$ cat config.mk
export PLATFORM = sky130hd
export DESIGN_NAME = clb_cfg_loader_flat
export DESIGN_NICKNAME = d
export VERILOG_FILES = /design/src/rtl/clb_cfg_loader_if.sv /design/src/rtl/clb_cfg_loader.sv /design/src/flat_wrapper.sv
export SDC_FILE = /design/constraint.sdc
export NUM_CORES = 1
export LEC_CHECK = 0
export BUFFER_PORTS_ARGS = -buffer_cell sky130_fd_sc_hd__buf_2
export CAP_MARGIN = 20
export CORE_MARGIN = 2
export CORE_UTILIZATION = 30
export DETAILED_ROUTE_END_ITERATION = 7
export GPL_TIMING_DRIVEN = 1
export HOLD_SLACK_MARGIN = 0.02
export PLACE_DENSITY_LB_ADDON = 0.08
export SYNTH_ARGS = -nofsm -noshare
export SYNTH_HDL_FRONTEND = slang
export SYNTH_SLANG_ARGS = --single-unit
$ cat constraint.sdc
create_clock -name K -period 3 [get_ports K]
set_input_delay 0.3 -clock K [delete_from_list [all_inputs] [get_ports K]]
set_output_delay 0.3 -clock K [all_outputs]
set_load 0.01 [all_outputs]
$ cat src/rtl/clb_cfg_loader_if.sv
// Bit-serial config stream in, CLB frame write port and status out.
// The loader sits on the slave modport; the stream source / array side uses master.
interface clb_cfg_loader_if #(
  parameter int ADDR_W  = 2,
  parameter int FRAME_W = 37
);
  logic               PROG;
  logic               DIN;
  logic               DIN_VALID;
  logic               DIN_READY;
  logic [ADDR_W-1:0]  CFG_ADDR;
  logic [FRAME_W-1:0] CFG_DATA;
  logic               CFG_WE;
  logic               HOLD;
  logic               DONE;
  logic               ERR;

  modport master (
    output PROG, DIN, DIN_VALID,
    input  DIN_READY, CFG_ADDR, CFG_DATA, CFG_WE, HOLD, DONE, ERR
  );

  modport slave (
    input  PROG, DIN, DIN_VALID,
    output DIN_READY, CFG_ADDR, CFG_DATA, CFG_WE, HOLD, DONE, ERR
  );
endinterface

$ cat src/rtl/clb_cfg_loader.sv
// CLB configuration loader: hunts for 8'hB5, reads a frame count, then writes
// one parity-checked frame per CLB. The array is held until the whole load is good.
module clb_cfg_loader #(
  parameter int ADDR_W  = 2,
  parameter int FRAME_W = 37
) (
  input logic               K,
  input logic               RESET_N,
  clb_cfg_loader_if.slave   cfg
);
  typedef enum logic [2:0] {
    S_IDLE, S_SYNC, S_COUNT, S_FRAME, S_PARITY, S_WRITE, S_DONE, S_ERROR
  } state_t;

  localparam int         CNT_W = $clog2(FRAME_W + 1);
  localparam logic [8:0] MAX_N = 9'(2 ** ADDR_W);

  state_t             state_q, state_d;
  logic [7:0]         win_q, win_d;
  logic [7:0]         n_q, n_d;
  logic [CNT_W-1:0]   cnt_q, cnt_d;
  logic [FRAME_W-1:0] frame_q, frame_d;
  logic               par_q, par_d;
  logic [ADDR_W-1:0]  addr_q, addr_d;
  logic               ready_q, ready_d;
  logic               we_q, we_d;
  logic               done_q, done_d;
  logic               err_q, err_d;
  logic               hold_q, hold_d;

  logic       accept;
  logic [7:0] win_nxt, n_nxt;
  logic       last_addr;

  assign accept    = cfg.DIN_VALID && ready_q;
  assign win_nxt   = {win_q[6:0], cfg.DIN};
  assign n_nxt     = {n_q[6:0], cfg.DIN};
  assign last_addr = (9'(addr_q) + 9'd1) == {1'b0, n_q};

  always_ff @(posedge K or negedge RESET_N) begin
    if (!RESET_N) begin
      state_q <= S_IDLE;
      win_q   <= '0;
      n_q     <= '0;
      cnt_q   <= '0;
      frame_q <= '0;
      par_q   <= 1'b0;
      addr_q  <= '0;
      ready_q <= 1'b0;
      we_q    <= 1'b0;
      done_q  <= 1'b0;
      err_q   <= 1'b0;
      hold_q  <= 1'b1;
    end else begin
      state_q <= state_d;
      win_q   <= win_d;
      n_q     <= n_d;
      cnt_q   <= cnt_d;
      frame_q <= frame_d;
      par_q   <= par_d;
      addr_q  <= addr_d;
      ready_q <= ready_d;
      we_q    <= we_d;
      done_q  <= done_d;
      err_q   <= err_d;
      hold_q  <= hold_d;
    end
  end

  // PROG outranks everything, including a bit offered in the same cycle.
  always_comb begin
    state_d = state_q;
    win_d   = win_q;
    n_d     = n_q;
    cnt_d   = cnt_q;
    frame_d = frame_q;
    par_d   = par_q;
    addr_d  = addr_q;
    if (cfg.PROG) begin
      state_d = S_SYNC;
      win_d   = '0;
      cnt_d   = '0;
      par_d   = 1'b0;
      addr_d  = '0;
    end else begin
      case (state_q)
        S_SYNC: if (accept) begin
          win_d = win_nxt;
          if (win_nxt == 8'hB5) begin
            state_d = S_COUNT;
            cnt_d   = '0;
          end
        end
        S_COUNT: if (accept) begin
          n_d   = n_nxt;
          cnt_d = cnt_q + 1'b1;
          if (cnt_q == CNT_W'(7)) begin
            cnt_d = '0;
            if (n_nxt == 8'd0 || {1'b0, n_nxt} > MAX_N) begin
              state_d = S_ERROR;
            end else begin
              state_d = S_FRAME;
              addr_d  = '0;
              par_d   = 1'b0;
            end
          end
        end
        S_FRAME: if (accept) begin
          frame_d = {frame_q[FRAME_W-2:0], cfg.DIN};
          par_d   = par_q ^ cfg.DIN;
          cnt_d   = cnt_q + 1'b1;
          if (cnt_q == CNT_W'(FRAME_W - 1)) state_d = S_PARITY;
        end
        S_PARITY: if (accept) begin
          state_d = (par_q ^ cfg.DIN) ? S_ERROR : S_WRITE;
        end
        S_WRITE: begin
          if (last_addr) begin
            state_d = S_DONE;
          end else begin
            state_d = S_FRAME;
            addr_d  = addr_q + 1'b1;
            cnt_d   = '0;
            par_d   = 1'b0;
          end
        end
        default: ;
      endcase
    end
  end

  // Outputs are decoded from the next state so every flag is registered yet
  // lines up with the state it describes.
  always_comb begin
    ready_d = 1'b0;
    we_d    = 1'b0;
    done_d  = 1'b0;
    err_d   = 1'b0;
    hold_d  = 1'b1;
    case (state_d)
      S_SYNC, S_COUNT, S_FRAME, S_PARITY: ready_d = 1'b1;
      S_WRITE: we_d = 1'b1;
      S_DONE: begin
        done_d = 1'b1;
        hold_d = 1'b0;
      end
      S_ERROR: err_d = 1'b1;
      default: ;
    endcase
  end

  assign cfg.DIN_READY = ready_q;
  assign cfg.CFG_ADDR  = addr_q;
  assign cfg.CFG_DATA  = frame_q;
  assign cfg.CFG_WE    = we_q;
  assign cfg.HOLD      = hold_q;
  assign cfg.DONE      = done_q;
  assign cfg.ERR       = err_q;
endmodule

$ cat src/flat_wrapper.sv
// flat-port wrapper written by rule: the top's interface ports become plain ports
module clb_cfg_loader_flat 
#(
  parameter int ADDR_W  = 2,
  parameter int FRAME_W = 37
)
  (K, RESET_N, cfg_PROG, cfg_DIN, cfg_DIN_VALID, cfg_DIN_READY, cfg_CFG_ADDR, cfg_CFG_DATA, cfg_CFG_WE, cfg_HOLD, cfg_DONE, cfg_ERR);
  clb_cfg_loader_if #(.ADDR_W(ADDR_W), .FRAME_W(FRAME_W)) cfg_i ();
  input logic K;
  input logic RESET_N;
  input wire logic [$bits(cfg_i.PROG)-1:0] cfg_PROG;
  input wire logic [$bits(cfg_i.DIN)-1:0] cfg_DIN;
  input wire logic [$bits(cfg_i.DIN_VALID)-1:0] cfg_DIN_VALID;
  output wire logic [$bits(cfg_i.DIN_READY)-1:0] cfg_DIN_READY;
  output wire logic [$bits(cfg_i.CFG_ADDR)-1:0] cfg_CFG_ADDR;
  output wire logic [$bits(cfg_i.CFG_DATA)-1:0] cfg_CFG_DATA;
  output wire logic [$bits(cfg_i.CFG_WE)-1:0] cfg_CFG_WE;
  output wire logic [$bits(cfg_i.HOLD)-1:0] cfg_HOLD;
  output wire logic [$bits(cfg_i.DONE)-1:0] cfg_DONE;
  output wire logic [$bits(cfg_i.ERR)-1:0] cfg_ERR;
  assign cfg_i.PROG = cfg_PROG;
  assign cfg_i.DIN = cfg_DIN;
  assign cfg_i.DIN_VALID = cfg_DIN_VALID;
  assign cfg_DIN_READY = cfg_i.DIN_READY;
  assign cfg_CFG_ADDR = cfg_i.CFG_ADDR;
  assign cfg_CFG_DATA = cfg_i.CFG_DATA;
  assign cfg_CFG_WE = cfg_i.CFG_WE;
  assign cfg_HOLD = cfg_i.HOLD;
  assign cfg_DONE = cfg_i.DONE;
  assign cfg_ERR = cfg_i.ERR;
  clb_cfg_loader #(.ADDR_W(ADDR_W), .FRAME_W(FRAME_W)) u_core (.K(K), .RESET_N(RESET_N), .cfg(cfg_i));
endmodule
# Word level (Yosys, flattened, before mapping)
# Cells that the tools add are included.
word_totals:
  regBits: 69
  in_bits: 5
op_classes:
  n_addsub: 3
  order_cmp: 1
  eq_ne: 23
  muxes: 41
  bitwise_logic: 2
  n_reduce_logical: 15
ops:
  columns: ["cell", "n"]
  rows:
  - ["$mux W6", 7]
  - ["$mux W3", 10]
  - ["$pmux W6 S4", 1]
  - ["$mux W7", 3]
  - ["$eq A3 B3 Y1 const B", 6]
  - ["$ne A3 B2 Y1 const B", 5]
  - ["$pmux W3 S5", 1]
  - ["$eq A3 B2 Y1 const B", 4]
  - ["$mux W2", 6]
  - ["$reduce_and A6 Y1", 2]
  - ["$mux W1", 11]
  - ["$eq A9 B8 Y1", 1]
  - ["$eq A8 B8 Y1 const B", 1]
  - ["$gt A8 B3 Y1 const B", 1]
  - ["$logic_not A8 Y1", 1]
  - ["$add A6 B1 Y6 const B", 1]
  - ["$eq A3 B1 Y1 const B", 2]
  - ["$eq A6 B3 Y1 const B", 1]
  - ["$eq A6 B6 Y1 const B", 1]
  - ["$ne A3 B3 Y1 const B", 2]
  - ["$reduce_and A3 Y1", 2]
  - ["$reduce_and A5 Y1", 1]
  - ["$reduce_bool A5 Y1", 1]
  - ["$pmux W2 S2", 1]
  - ["other kinds (12)", 13]

# Longest topological paths before layout
# Gate-level depths: netlist of the first run.
logic_depth:
  depth_word: 10
  mapped_depth: 7

# Worst setup path before layout of the first run
# OpenSTA, ideal clock, no wires.
synth_timing:
  kind: "register to register"
  startpoint: "register u_core.n_q[3]"
  endpoint: "register u_core.par_q"
  setup_time_ns: 0.148
  arrival_time_ns: 2.090
  required_time_ns: 2.852
  setup_slack_ns: 0.762
  path_stages_with_launch: 6
  n_path_buf: 0
  cell_sequence: "dfrtp_1 -> or4_4 -> or4b_1 -> or4_1 -> a21boi_0 -> o32ai_1"
synth_between:
  elab_chain_cells: 4
synth_rtl:
  columns: ["item", "line", "rtl"]
  rows:
  - ["start: declaration", "clb_cfg_loader.sv:20", "logic [7:0] n_q, n_d;"]
  - ["start signal: assignment", "clb_cfg_loader.sv:57", "n_q <= n_d;"]
  - ["$gt A8 B3 Y1 / $logic_not A8 Y1 (equally long branches)", "clb_cfg_loader.sv:99", "if (n_nxt == 8'd0 || {1'b0, n_nxt} > MAX_N) begin"]
  - ["$logic_or A1 B1 Y1", "clb_cfg_loader.sv:99", null]
  - ["$ne A3 B3 Y1 (no line)", null, null]
  - ["$reduce_and A6 Y1 (no line) *", null, null]
  - ["end signal: assignment", "clb_cfg_loader.sv:60", "par_q <= par_d;"]
  - ["end: declaration", "clb_cfg_loader.sv:23", "logic par_q, par_d;"]
# Mark *: on every way between the ends. The rest lies on a longest branch, timed or not.
# A chain may end at the register's enable or synchronous reset.

# Worst setup path after layout of the first run
# Ends and elaborated chain as after synthesis.

==> results.ini, run 1 <==
[drt]
viasPerCell=4.78
routed_wl_mm=6.45
route.detailed.drc=0
first_pass_iters=4
num_vias=2128
wire_per_inst_microns=14.5
final_antenna_net_count=0
drtIter0Drc=49

[power_and_ir_drop]
internal-power_mw=1.42
power.leakage_nw=1.88
swShare_pct=25.0
p_seq_share_pct=51.2
combPwrFrac_pct=9.1
peakVddDrop_mv=0.200
p_per_area_mw_per_mm2=510
clock_power_share_pct=39.7
p_sw_uw=473

[timing]
period_minus_slack_ns=2.44
skew_ns=0.00586
rsz0062_at_grt=no
setup-tns-final_ns=0
relSlewSlack_pct=40.6
setup_viol=0
finalHoldViolCount=0
max_freq_mhz=410
finalCritPeriodShare_pct=81.2
maxSlewViolCount=0
worst_slew_pin_slew_ns=0.890

[synthesis]
synth-simple-area-share_pct=12.3
synthCells=255
synth_xor_area_share_pct=1.39
yosysTopAreaCell=dfrtp_1
synth_flop_cell=dfrtp_1
synth_area_leaders=dfrtp_1, mux2_2, mux2i_1, nor2_1, nand2_1
yosysSeqAreaShare_pct=55.0
synth_mux_area_share_pct=18.7
syn_area_sq_mm=0.00314
synth_top_family_by_area=multiplexers
avgSynthCellArea_sq_um=12.3
synthDominantCellAreaShare_pct=54.1
yosys_warnings=0
synth-compound-area-share_pct=8.24
ys_async_sr_fraction_pct=100
yosysUniqueCellTypes=51
syn_nets=263
synth_edf_count=0
yosys_register_bits=69
synth_adder_area_share_pct=1.19

[clock_network]
h-tree-depth=3
clk_latency_ns=0.34
root_buffer=clkbuf_8
cts_hold_buf=0
post_cts_buffers=0
cts_resized=0
cts_made_buffers=9
clk_pin_slew_worst_paths_ns=0.08
clock_sinks=69
cts_tree=done
cts_buffer_depth=2

[place]
place_area_sq_mm=0.00351
dpl.hpwl_mm=4.16
gp_congestion=0.752
io_buffers=48

[global_routing]
track_usage_pct=12.5
grt_pass1_vias=2194
grt_pass1_wl_mm=11.0
grt_overflow=0
grt_max_degree=70
antenna_found_initial=0

[setup_path]
end_kind=register
critPathRequiredTime_ns=3.20
start_kind=register
critPathKind=register to register
critPathMaxFanout=3
crit_arrival_ns=2.63

[finish]
fin_nets=313
fin_area_sq_mm=0.00370
antenna-diode-count=0
areaGrowthSynthToFinish_pct=17.6
drive_gt1_share_pct=39.5

[floorplan]
core_sq_mm=0.0102
ios=49
dieArea_sq_mm=0.0113
initial_core_util_pct=30.7
dieWidth_microns=106
chipHeight_microns=106
num_rows=37

[worst_hold_path]
hold_path.class=input pin to async pin

[run]
drv_cap=0

[run_status]
run_status=finished clean

-- flip-flops by register name, summed over array words and instances, names as in the netlist --
| name | cells |
|---|---|
| u_core.cfg.DONE | 1 |
| u_core.cfg.HOLD | 1 |
| u_core.cnt_q | 6 |
| u_core.cfg.DIN_READY | 1 |
| u_core.state_q | 3 |
| u_core.n_q | 8 |
| u_core.cfg.ERR | 1 |
| u_core.par_q | 1 |
| u_core.cfg.CFG_DATA | 37 |
| u_core.cfg.CFG_WE | 1 |
| u_core.win_q | 7 |
| u_core.cfg.CFG_ADDR | 2 |
-- critical path: stages, from the launching register on --
cell and delay, ns:
dfrtp_1 0.39, or4_4 0.55, or4b_1 0.57, or4_1 0.50
a21boi_0 0.20, o32ai_1 0.09
-- routing by layer --
metal	up-vias	wire length, microns	global-route usage, %
met2	47	2840	18.8
met5	-	0	0
li1	1023	-	-
met3	10	386	3.43
met1	1048	3100	16.3
met4	0	133	7.05
-- per-stage QoR --
| step | cells | setup slack, ns | total power [mW] | hold slack (ns) | util (%) |
|---|---|---|---|---|---|
| after floorplan | 255 | 0.762 | 1.10 | 0.00441 | - |
| after global placement | 430 | 0.660 | 1.16 | 0.488 | 34.3 |
| after detailed placement | 430 | 0.586 | 1.16 | 0.498 | 34.3 |
| after CTS | 445 | 0.566 | 1.93 | 0.202 | 36.2 |
| after global routing | 445 | 0.398 | 2.00 | 0.255 | 36.2 |
| final | 445 | 0.563 | 1.89 | 0.149 | 36.2 |
-- cell families (layout without fill, tap and decap cells) --
logic type	after synthesis	count (layout)
simple gates	68	68
buf+inv	20	74
fa+ha+maj	3	3
mux	53	53
compound gates	37	37
xor+xnor	5	5
flops	69	69
-- layout make-up --
| class | count | area (sq um) |
|---|---|---|
| clock buffers | 11 | 141 |
| well taps | 136 | 170 |
| inverters | 7 | 26.3 |
| repair buffers | 52 | 270 |
| multi-input cells | 166 | 1310 |
| flip-flops and latches | 69 | 1730 |
| fillers | 1041 | 6530 |
| clock inverters | 4 | 48.8 |
-- power groups by stage --
stage / Combinational, mW / Sequential (mW) / Clock, mW
2_1_floorplan: 0.116 / 0.983 / 0
3_3_place_gp: 0.178 / 0.986 / 0
3_5_place_dp: 0.175 / 0.985 / 0
4_1_cts: 0.175 / 0.967 / 0.792
5_1_grt: 0.193 / 0.972 / 0.830
6_report: 0.171 / 0.967 / 0.750
-- worst paths after layout --
check                                         from                      end  slack [ns]  cells after the start
max                                  u_core.n_q[3]             u_core.par_q        0.56                      5
min                                        RESET_N          u_core.win_q[2]        0.15                      2
max reg2reg                          u_core.n_q[3]             u_core.par_q        0.56                      5
min reg2reg                u_core.cfg.CFG_DATA[36]  u_core.cfg.CFG_DATA[36]        0.51                      1
max in group asynchronous                  RESET_N            u_core.n_q[7]        2.25                      2
min in group K                             cfg_DIN             u_core.par_q        0.30                      3
-- cell usage after synthesis (5+ instances only) --
cell type / count
nor3_1: 6
clkbuf_1: 8
mux2i_1: 8
nand3_1: 5
inv_1: 7
o21ai_0: 8
mux2_2: 45
nor2_1: 15
nand2_1: 12
dfrtp_1: 68
a21oi_1: 6
-- layout by cell type (no fill, tap or decap), drive strengths merged, types with 4 or more instances in the layout --
cell type and instances:
o21ai 8, or3 4, nand2 12, inv 7, buf 52, dfrtp 68, clkbuf 11, a21oi 6
or4 4, nor2 15, mux2 45, mux2i 8, nor3 6, nand3 5
Note: power is estimated with default switching activity, not from simulation.
==> run 2: changes to the inputs <==
ABC_AREA = 1   (was not set)
clock period = 2.2 ns   (was 3 ns; I/O delays follow)
==> results.ini, run 2 <==
[power_and_ir_drop]
power.leakage_nw=2.29
p_per_area_mw_per_mm2=1010
peakVddDrop_mv=0.418

[synthesis]
synth_xor_area_share_pct=1.28
synth_adder_area_share_pct=1.10
yosysSeqAreaShare_pct=50.5
synth_commonest_cells=nand2_1, dfrtp_1, mux2_4, nor2_1, inv_1
synth_area_leaders=dfrtp_1, mux2_4, nand2_1, nor2_1, inv_1
synth_flop_cell=dfrtp_1
yosys_warnings=0
yosys_register_bits=69
avgSynthCellArea_sq_um=9.75
ys_async_sr_fraction_pct=100
synth_most_common_cell=nand2_1
synth-compound-area-share_pct=4.86
synth_edf_count=0
syn_area_sq_mm=0.00342
synthDominantCellAreaShare_pct=49.7
synth_mux_area_share_pct=15.2
yosysTopAreaCell=dfrtp_1
synth_top_family_by_area=simple AND/OR/NAND/NOR gates
synthCells=351
syn_nets=359
yosysUniqueCellTypes=27
synth-simple-area-share_pct=21.0

[floorplan]
dieWidth_microns=111
ios=49
dieArea_sq_mm=0.0123
initial_core_util_pct=30.4
num_rows=39
chipHeight_microns=111
core_sq_mm=0.0113

[finish]
drive_gt1_share_pct=31.1
antenna-diode-count=0
areaGrowthSynthToFinish_pct=21.9
final_util_pct=37.0
layout_commonest_cell=nand2_1
fin_nets=413
largest_reg_flops=37
final_cell_mix=nand2_1, dfrtp_1, buf_2

[clock_network]
clock_sinks=69
cts_tree=done
cts_resized=0
cts_made_buffers=9
h-tree-depth=3
clk_pin_slew_worst_paths_ns=0.06
cts_buffer_depth=2
cts_hold_buf=1
post_cts_buffers=0
clk_latency_ns=0.33
root_buffer=clkbuf_16

[place]
dpl.hpwl_mm=4.93
gp_congestion=0.790
place_ws_ns=0.356
io_buffers=48

[drt]
num_vias=2524
first_pass_iters=4
routed_wl_mm=7.18
drtIter0Drc=102
wire_per_inst_microns=13.0
final_antenna_net_count=0
route.detailed.drc=0
viasPerCell=4.57

[setup_path]
critPathRequiredTime_ns=2.46
end_kind=register
start_kind=register
reg2reg_from=u_core.cfg.CFG_ADDR[0]
r2r_slack_ns=0.37
critPathMaxFanout=5
worstRegToRegCells=10
critPathKind=register to register
crit_arrival_ns=2.10
r2r_end=u_core.cfg.HOLD

[global_routing]
grt_pass1_wl_mm=12.3
antenna_found_initial=0
grt_max_degree=70
grt_pass1_vias=2466
track_usage_pct=12.6
grt_overflow=0

[run]
drv_cap=0

[timing]
finalCritPeriodShare_pct=83.3
maxSlewViolCount=0
skew_ns=0.00510
finalHoldViolCount=0
rsz0062_at_grt=no
relSlewSlack_pct=75.1
setup_viol=0
setup_ws_ns=0.368
max_freq_mhz=546
setup-tns-final_ns=0
period_minus_slack_ns=1.83
worst_slew_pin_slew_ns=0.374

[worst_hold_path]
hold_end=u_core.win_q[0]
hold_path.class=input pin to register
min-delay-start=cfg_DIN
worstHoldPathCells=3

[run_status]
run_status=finished clean

[run 2: worst max path at each step]
stage          cells past startpoint  slack [ns]                    from              end
6_report                          10        0.37  u_core.cfg.CFG_ADDR[0]  u_core.cfg.HOLD
5_1_grt                           12        0.21  u_core.cfg.CFG_ADDR[0]  u_core.cfg.HOLD
4_1_cts                           12        0.36  u_core.cfg.CFG_ADDR[0]  u_core.cfg.HOLD
3_5_place_dp                      12        0.36  u_core.cfg.CFG_ADDR[0]  u_core.cfg.HOLD
3_3_place_gp                      12        0.37  u_core.cfg.CFG_ADDR[0]  u_core.cfg.HOLD
2_1_floorplan                     12        0.62  u_core.cfg.CFG_ADDR[0]  u_core.cfg.HOLD
[run 2: per-layer routing]
layer | up-vias | part of all wire (%) | wire, microns | track usage [%]
met1 | 1213 | 48 | 3440 | 16.4
met2 | 59 | 46 | 3270 | 19.3
met5 | - | 0 | 0 | 0
li1 | 1244 | - | - | -
met3 | 8 | 5.0 | 356 | 4.43
met4 | 0 | 1.4 | 102 | 4.50
[run 2: area by class of cell]
class | count | area (sq um)
fillers | 1147 | 7100
flip-flops and latches | 69 | 1730
multi-input cells | 237 | 1490
repair buffers | 53 | 305
clock buffers | 9 | 225
well taps | 143 | 179
inverters | 35 | 131
clock inverters | 6 | 113
[run 2: cells by family (layout without fill, tap and decap cells)]
kind of cell               after synthesis  count (layout)
and+or+nand+nor                        165             165
buffers and inverters                   45             103
adders and majority gates                3               3
AOI/OAI and AO/OA                       29              29
DFF                                     69              69
muxes                                   35              35
xor gates and xnor gates                 5               5
[run 2: worst max-delay path, stage by stage (launching register included)]
cell	delay [ns]
dfrtp_1	0.44
ha_1	0.36
inv_1	0.05
nand2_1	0.07
nand2_1	0.05
nor2_1	0.09
nand3_1	0.13
nand2_1	0.14
nand4_1	0.19
nor2_2	0.19
inv_1	0.05
[run 2: stage by stage]
step | cell area [sq um] | hold slack (ns) | power (mW) | instances
after global placement | 3820 | 0.283 | 2.60 | 536
after CTS | 4170 | 0.205 | 4.29 | 552
after floorplan | 3420 | -0.0756 | 2.29 | 351
after detailed placement | 3820 | 0.274 | 2.60 | 536
final | 4170 | 0.216 | 4.21 | 552
after global routing | 4170 | 0.213 | 4.50 | 552
[run 2: where the power goes]
group	internal (mW)	total (mW)	switching, mW
Combinational	0.351	0.992	0.641
Clock	1.10	1.65	0.550
Sequential	1.43	1.57	0.140
==> run 3: changes to the inputs <==
clock period = 1.81 ns   (was 2.2 ns; I/O delays follow)
==> results.ini, run 3 (synthesis gave the netlist of run 2 again) <==
[run_status]
run_status=finished clean

[global_routing]
grt.busiest_layer=met2
grt_pass1_wl_mm=12.8
globalRouteMet1Util_pct=17.4
grt_pass1_vias=2637
grt_overflow=0
grt_max_degree=27
track_usage_pct=12.9
grt_use_met2_pct=19.8
antenna_found_initial=0
met3_usage_pct=3.61

[finish]
nFillCells=1127
areaGrowthSynthToFinish_pct=25.0
fin_nets=422
drive_gt1_share_pct=35.3
largest_reg_flops=37
final_cell_mix=nand2_1, dfrtp_1, buf_2
layout_commonest_cell=nand2_1
fin_area_sq_mm=0.00428
finalNonFillerCells=562
antenna-diode-count=0

[timing]
period_minus_slack_ns=1.71
finalHoldViolCount=0
worst_slew_pin_slew_ns=0.545
max_freq_mhz=584
skew_ns=0.00499
maxSlewViolCount=0
setup_ws_ns=0.0984
setup-tns-final_ns=0
setup_viol=0
finalCritPeriodShare_pct=94.6
relSlewSlack_pct=63.7
rsz0062_at_grt=yes

[power_and_ir_drop]
swShare_pct=33.1
internal-power_mw=3.36
p_sw_mw=1.66
peakVddDrop_mv=0.520
p_seq_share_pct=37.9
power.leakage_nw=2.32
clock_power_share_pct=36.0
p_per_area_mw_per_mm2=1170
power_mw=5.01
combPwrFrac_pct=26.0

[drt]
first_pass_iters=4
final_antenna_net_count=0
routed_wl_mm=7.34
num_vias=2537
viasPerCell=4.51
drtIter0Drc=115
route.detailed.drc=0
wire_per_inst_microns=13.1

[clock_network]
cts_buffer_depth=2
root_buffer=clkbuf_16
clk_pin_slew_worst_paths_ns=0.06
cts_tree=done
h-tree-depth=3
cts_made_buffers=9
clk_latency_ns=0.33
clock_sinks=69

[floorplan]
initial_core_util_pct=30.4
dieWidth_microns=111
ios=49
core_sq_mm=0.0113
dieArea_sq_mm=0.0123
chipHeight_microns=111
num_rows=39

[setup_path]
critPathCapture=u_core.cfg.HOLD
critPathMaxFanout=4
start_kind=register
crit_arrival_ns=1.97
reg2reg_from=u_core.cfg.CFG_ADDR[0]
worstRegToRegCells=12
r2r_slack_ns=0.1
r2r_end=u_core.cfg.HOLD
cp-startpoint=u_core.cfg.CFG_ADDR[0]
critPathKind=register to register
critPathRequiredTime_ns=2.07
end_kind=register

[worst_hold_path]
hold_path.class=input pin to register

[place]
place_ws_ns=0.0653
place_area_sq_mm=0.00388
dpl.hpwl_mm=5.25
gp_congestion=0.823
io_buffers=48
dp_cells=541

[run]
drv_cap=0

## run 3: what timing repair did
| action | 4_1_cts | 5_1_grt |
|---|---|---|
| endpoints found under the setup margin | 0 | 14 |
| gates resized for setup | 0 | 13 |
| hold endpoints to repair | 19 | 0 |
| hold buffers | 1 | 0 |
| buffers inserted | 0 | 4 |
## run 3: cell type report
| class | count | area [sq um] | share of cell area (%) |
|---|---|---|---|
| Clock buffer | 11 | 253 | 5.91 |
| Timing Repair Buffer | 62 | 398 | 9.30 |
| Multi-Input combinational cell | 237 | 1530 | 35.7 |
| Clock inverter | 5 | 58.8 | 1.37 |
| Sequential cell | 69 | 1730 | 40.4 |
| Inverter | 35 | 134 | 3.13 |
| Tap cell | 143 | 179 | 4.18 |
## run 3: stage by stage
stage / hold WS, ns / util [%]
finish: 0.180 / 38.0
global route: 0.215 / 38.0
CTS: 0.173 / 37.3
detailed placement: 0.202 / 34.5
global placement: 0.198 / 34.5
floorplan: -0.115 / -
## run 3: how the worst min path moves through the flow
stage	start	end	slack [ns]	depth (start not counted)
after global routing	cfg_DIN	u_core.win_q[0]	0.22	3
after floorplan	RESET_N	u_core.cfg.CFG_ADDR[0]	-0.11	0
final	cfg_DIN	u_core.win_q[0]	0.18	3
after CTS	cfg_DIN	u_core.win_q[0]	0.17	3
after global placement	RESET_N	u_core.cfg.CFG_DATA[4]	0.20	1
after detailed placement	RESET_N	u_core.cfg.CFG_DATA[4]	0.20	1
## run 3: critical path, cell delays in order (launching register included)
cell     delay [ns]
dfrtp_2        0.44
ha_4           0.29
inv_2          0.03
nand2_2        0.05
nand2_1        0.05
nor2_1         0.11
nand3_2        0.10
nor2_2         0.13
nor2_2         0.06
nor2_4         0.14
nand2_2        0.09
nor2_4         0.11
inv_1          0.05
## run 3: metal layers
metal  vias up  part of all wire (%)
li1       1258                     -
met1      1212                    49
met2        55                    45
met3        12                   4.6
met4         0                   1.6
met5         -                     0
## run 3: power groups by stage
| stage | Sequential [mW] | Combinational, mW | Clock, mW |
|---|---|---|---|
| after floorplan | 1.93 | 0.847 | 0 |
| after global placement | 1.93 | 1.26 | 0 |
| after detailed placement | 1.93 | 1.25 | 0 |
| after CTS | 1.90 | 1.26 | 1.87 |
| after global routing | 1.93 | 1.47 | 1.94 |
| final | 1.90 | 1.31 | 1.81 |
